### src/rtl/helios_host_stream_driver.sv
// helios_host_stream_driver
// Host-side driver for the decoder's 8-bit byte stream. It captures one full
// syndrome block and sends it as a header byte followed by per-round packed
// measurement bytes. It then collects RESULT_BYTES bytes back into a parallel
// result word.
//
// Ports:
//   clk, reset                        clock, synchronous active-high reset
//   syndrome / _valid / _ready        parallel syndrome block in
//                                     (round r at [r*ROUND_BITS +: ROUND_BITS])
//   tx_data / tx_valid / tx_ready     byte stream to the decoder input
//   rx_data / rx_valid / rx_ready     byte stream from the decoder output
//   result / result_valid / _ready    collected result word (byte k at [k*8 +: 8])
//   busy                              high whenever the driver is not idle
module helios_host_stream_driver #(
    parameter int          GRID_WIDTH_X = 4,
    parameter int          GRID_WIDTH_Z = 1,
    parameter int          GRID_WIDTH_U = 3,
    parameter int          RESULT_BYTES = 4,
    parameter logic [7:0]  HEADER_BYTE  = 8'h01
) (
    input  logic                                           clk,
    input  logic                                           reset,
    input  logic [GRID_WIDTH_X*GRID_WIDTH_Z*GRID_WIDTH_U-1:0] syndrome,
    input  logic                                           syndrome_valid,
    output logic                                           syndrome_ready,
    output logic [7:0]                                     tx_data,
    output logic                                           tx_valid,
    input  logic                                           tx_ready,
    input  logic [7:0]                                     rx_data,
    input  logic                                           rx_valid,
    output logic                                           rx_ready,
    output logic [RESULT_BYTES*8-1:0]                      result,
    output logic                                           result_valid,
    input  logic                                           result_ready,
    output logic                                           busy
);

    localparam int ROUND_BITS  = GRID_WIDTH_X * GRID_WIDTH_Z;
    localparam int ROUND_BYTES = (ROUND_BITS + 7) / 8;
    localparam int SYN_BITS    = ROUND_BITS * GRID_WIDTH_U;
    localparam int RND_W       = (GRID_WIDTH_U > 1) ? $clog2(GRID_WIDTH_U) : 1;
    localparam int BYTE_W      = (ROUND_BYTES > 1) ? $clog2(ROUND_BYTES) : 1;
    localparam int IDX_W       = (RESULT_BYTES > 1) ? $clog2(RESULT_BYTES) : 1;

    localparam logic [RND_W-1:0]  LAST_ROUND = RND_W'(GRID_WIDTH_U - 1);
    localparam logic [BYTE_W-1:0] LAST_BYTE  = BYTE_W'(ROUND_BYTES - 1);
    localparam logic [IDX_W-1:0]  LAST_IDX   = IDX_W'(RESULT_BYTES - 1);

    typedef enum logic [2:0] {
        IDLE,
        SEND_HDR,
        SEND_DATA,
        RECV,
        HOLD
    } state_e;

    state_e                         state_q, state_d;
    logic [SYN_BITS-1:0]            shadow_q, shadow_d;
    logic [7:0]                     tx_data_q, tx_data_d;
    logic                           tx_valid_q, tx_valid_d;
    logic [RND_W-1:0]               round_q, round_d;
    logic [BYTE_W-1:0]              byte_q, byte_d;
    logic [IDX_W-1:0]               rx_idx_q, rx_idx_d;
    logic [RESULT_BYTES-1:0][7:0]   result_q, result_d;

    // Each round is zero-extended to a whole number of bytes so padding bits
    // beyond ROUND_BITS always go out as 0 and never leak the next round.
    logic [GRID_WIDTH_U-1:0][ROUND_BYTES-1:0][7:0] padded;

    for (genvar r = 0; r < GRID_WIDTH_U; r++) begin : g_round
        assign padded[r] = (ROUND_BYTES*8)'(shadow_q[r*ROUND_BITS +: ROUND_BITS]);
    end

    logic              last_byte;
    logic [BYTE_W-1:0] next_byte;
    logic [RND_W-1:0]  next_round;

    assign last_byte  = (byte_q == LAST_BYTE);
    assign next_byte  = last_byte ? '0 : byte_q + BYTE_W'(1);
    assign next_round = last_byte ? round_q + RND_W'(1) : round_q;

    // State and datapath registers.
    always_ff @(posedge clk) begin
        if (reset) begin
            state_q    <= IDLE;
            shadow_q   <= '0;
            tx_data_q  <= '0;
            tx_valid_q <= 1'b0;
            round_q    <= '0;
            byte_q     <= '0;
            rx_idx_q   <= '0;
            result_q   <= '0;
        end else begin
            state_q    <= state_d;
            shadow_q   <= shadow_d;
            tx_data_q  <= tx_data_d;
            tx_valid_q <= tx_valid_d;
            round_q    <= round_d;
            byte_q     <= byte_d;
            rx_idx_q   <= rx_idx_d;
            result_q   <= result_d;
        end
    end

    // Next-state and next-datapath logic. tx_data is always preloaded with the
    // byte for the current counters, so an accepted byte is replaced by the
    // next one on the same edge and tx_valid never bubbles.
    always_comb begin
        state_d    = state_q;
        shadow_d   = shadow_q;
        tx_data_d  = tx_data_q;
        tx_valid_d = tx_valid_q;
        round_d    = round_q;
        byte_d     = byte_q;
        rx_idx_d   = rx_idx_q;
        result_d   = result_q;

        unique case (state_q)
            IDLE: begin
                if (syndrome_valid) begin
                    shadow_d   = syndrome;
                    tx_data_d  = HEADER_BYTE;
                    tx_valid_d = 1'b1;
                    state_d    = SEND_HDR;
                end
            end
            SEND_HDR: begin
                if (tx_ready) begin
                    tx_data_d = padded[0][0];
                    round_d   = '0;
                    byte_d    = '0;
                    state_d   = SEND_DATA;
                end
            end
            SEND_DATA: begin
                if (tx_ready) begin
                    if (last_byte && round_q == LAST_ROUND) begin
                        tx_valid_d = 1'b0;
                        rx_idx_d   = '0;
                        state_d    = RECV;
                    end else begin
                        round_d   = next_round;
                        byte_d    = next_byte;
                        tx_data_d = padded[next_round][next_byte];
                    end
                end
            end
            RECV: begin
                if (rx_valid) begin
                    result_d[rx_idx_q] = rx_data;
                    if (rx_idx_q == LAST_IDX) begin
                        rx_idx_d = '0;
                        state_d  = HOLD;
                    end else begin
                        rx_idx_d = rx_idx_q + IDX_W'(1);
                    end
                end
            end
            HOLD: begin
                if (result_ready) begin
                    state_d = IDLE;
                end
            end
            default: state_d = IDLE;
        endcase
    end

    // Handshake outputs decoded from the state register.
    always_comb begin
        syndrome_ready = (state_q == IDLE);
        rx_ready       = (state_q == RECV);
        result_valid   = (state_q == HOLD);
        busy           = (state_q != IDLE);
    end

    assign tx_data  = tx_data_q;
    assign tx_valid = tx_valid_q;
    assign result   = result_q;

endmodule
### config.mk
export PLATFORM = sky130hd
export DESIGN_NAME = helios_host_stream_driver
export DESIGN_NICKNAME = d
export VERILOG_FILES = /design/src/rtl/helios_host_stream_driver.sv
export SDC_FILE = /design/constraint.sdc
export NUM_CORES = 1
export LEC_CHECK = 0
export CAP_MARGIN = 20
export CORE_AREA = 10 10 77 79
export CTS_CLUSTER_DIAMETER = 80
export DETAILED_ROUTE_END_ITERATION = 8
export DIE_AREA = 0 0 87 89
export DONT_BUFFER_PORTS = 1
export GPL_ROUTABILITY_DRIVEN = 0
export PLACE_DENSITY = 0.79
export SYNTH_ARGS = -nofsm -noshare
export SYNTH_HDL_FRONTEND = slang
export SYNTH_SLANG_ARGS = --single-unit
### constraint.sdc
create_clock -name clk -period 1.75 [get_ports clk]
set_input_delay 0.35 -clock clk [delete_from_list [all_inputs] [get_ports clk]]
set_output_delay 0.35 -clock clk [all_outputs]
set_load 0.05 [all_outputs]
==> summary.txt <==
CTS
  • Worst-path clk slew: around 0.10 ns
  • CTS root buffer: clkbuf_8
  • H-tree depth: 2
  • Post-CTS Hold Buffers: 0
  • CTS tree: built
  • Worst-Skew Late Latency: slightly above 0.3 ns
  • Clock Tree Buf Depth: 2
  • Num CTS Buffers: 5
  • Clock tree sinks: 56

Floorplanning
  • Starting Density: a little over half
  • Boundary pin count: 71
  • Die height: roughly 89 um
  • FP Rows: 25
  • Core outline area: 0.00454 mm2
  • Die Wd: between 80 and 90 um
  • Die ar.: slightly below 0.008 mm2

Drt
  • Pre-antenna DRT Iters: 4
  • Total number of vias: about 2000
  • WL per Instance: around 16 um
  • Residual DRC: 0
  • Drt via density: ~5.7
  • Remaining antenna violation count after routing: 0
  • Drt total wl: between 5 and 6 mm
  • DRT iter0 DRCs: 77

Pwr
  • Cell Pwr Density: 996 mW/mm2
  • Leakage: roughly 0.9 nW
  • Max IR drop VDD: between 0.6 and 0.7 mV

Run status
  • Status: finished, final reports clean

Timing
  • Hold Vio Cnt, Final: 0
  • Maximum clock frequency: 590 MHz
  • Minimum clock period after layout: roughly 1.7 ns
  • Final setup violation count: 0
  • Relative slew slack: between 60% and 70%
  • Final Skew: about 0.0076 ns
  • RSZ-0062 raised after global routing: false
  • Period utilization: 96.8%
  • Worst-Margin Slew: 0.550 ns
  • Fin. max-slew vios: 0
  • Final TNS setup: 0 ns

Cells and area
  • Area grow syn2layout: 8.59%
  • Nets: approximately 330
  • Final core occ: approximately 58%
  • Antenna Cells: 0
  • Commonest non-fill, non-tap cells in the layout: nand2_1 (67), a21oi_1 (56), dfxtp_1 (54)
  • Share of layout cells above drive strength 1: about a tenth
  • Final Non-Filler Cells: 352
  • Most common cell after layout, fill and taps aside: nand2_1

Global route
  • First-pass GRT wire length: between 9 and 10 mm
  • Largest net degree at the start of global routing: 57
  • GRT Residual Overflow: 0
  • Gr usage total: around 14%
  • Initial antenna violation count: 0
  • Vias in the first global route: roughly 1900

Setup path
  • Reg-to-Reg Start: round_q[0]
  • Worst Path Arrival: ~1.3 ns
  • CP max FO: 12
  • Crit. End Element: primary output
  • CP Launch Type: flip-flop
  • Crit path from: state_q[2]
  • Worst R2R Setup Slack: around 0.15 ns
  • CP required: 1.40 ns
  • Critical path class: reg -> out
  • R2R cell count: 6

Yosys
  • Mapped Cells: between 300 and 400
  • Synth Area per Inst: 7.98 um2
  • Distinct cells, synth: 39
  • Synth Cell Area: approximately 0.0024 mm2
  • Flops & latches, synth: between 50 and 60
  • Post-synth ARST share: 0%
  • Ys Warns: 0
  • Post-synth EDFFs: 0
  • Sequential cell area fraction in the yosys report: 46.4%
  • Main flop type after synthesis: dfxtp_1

Placement
  • Placed insts: around 340
  • HPWL Detailed: 4.24 mm
  • # port buffers: 0

Hold path
  • Worst hold path depth: 1
  • Hold crit path type: in -> reg
  • HP Start: reset

Run
  • Max-cap viol count: 0
sequential cells by signal, indices dropped and copies added, names as in the netlist:
name / cells
result: 32
shadow_q: 12
tx_data: 4
state_q: 3
round_q: 2
rx_idx_q: 2
tx_valid: 1
layout make-up:
type / instances / area (um2)
clock inverter: 3 / 68.8
sequential: 56 / 1120
clock buffer: 5 / 68.8
timing repair buffer: 11 / 95.1
tap: 54 / 67.6
multi-input combinational: 219 / 1180
fill: 434 / 1910
inverter: 4 / 18.8
cell usage after synthesis, types with 4 or more instances:
cell | count | area share, %
ha_1 | 5 | 2.6
nor2_1 | 9 | 1.4
a21oi_1 | 56 | 12
buf_4 | 5 | 1.6
nand3_1 | 35 | 7.2
dfxtp_1 | 56 | 46
nand2_1 | 67 | 10
inv_1 | 4 | 0.62
clkbuf_1 | 10 | 1.6
nand2b_1 | 5 | 1.3
buf_2 | 11 | 2.3
power by group:
group          internal, W  total, W  leakage [nW]  switching [W]
Clock             0.000576   0.00100        0.0687       0.000424
Sequential         0.00131   0.00139         0.455      0.0000728
Combinational    0.0000853  0.000230         0.374       0.000145
Total              0.00197   0.00262         0.899       0.000642
cells by family (layout without fill, tap and decap cells):
| family | after synthesis | in the layout | share of synthesized area [%] |
|---|---|---|---|
| flip-flops | 56 | 56 | 46.4 |
| adder cells (fa/ha/maj) | 5 | 5 | 2.59 |
| other | 1 | 4 | 0.155 |
| AO/OA/AOI/OAI | 74 | 74 | 17.4 |
| multiplexers | 3 | 3 | 1.29 |
| XOR/XNOR | 1 | 1 | 0.362 |
| buffers and inverters | 31 | 23 | 6.21 |
| AND/OR/NAND/NOR | 132 | 132 | 25.6 |
final timing paths:
kind | end
setup / recovery | syndrome_ready
hold reg to reg | shadow_q[10]
hold / removal | shadow_q[9]
setup reg to reg | tx_data[2]
worst max-delay path, stage by stage (launching register included):
cell and delay, ns:
dfxtp_2 0.40, or3_4 0.42, clkinvlp_4 0.21
per-layer routing:
layer | vias up | part of all wire, % | global-route usage (%)
met4 | 0 | 1.4 | 5.30
met5 | - | 0 | 0
met2 | 74 | 46 | 23.5
li1 | 1017 | - | -
met1 | 918 | 38 | 15.5
met3 | 9 | 14 | 7.57
through the flow:
step | total power (W) | instance area (um2) | worst slack, ns | hold slack [ns]
2_1_floorplan | 0.00162 | 2440 | 0.0759 | 0.436
3_3_place_gp | 0.00164 | 2470 | 0.105 | 0.425
3_5_place_dp | 0.00164 | 2470 | 0.0549 | 0.427
4_1_cts | 0.00263 | 2610 | 0.0619 | 0.0889
5_1_grt | 0.00273 | 2630 | 0.0160 | 0.0733
6_report | 0.00262 | 2630 | 0.0560 | 0.0943
repair_timing:
action                                  in CTS  in global routing
resized for setup                            2                  4
cloned                                       0                  0
buffers inserted                             0                  0
endpoints found under the setup margin       2                  3
hold endpoints to repair                     0                  0
Note: power is estimated with default switching activity, not from simulation.
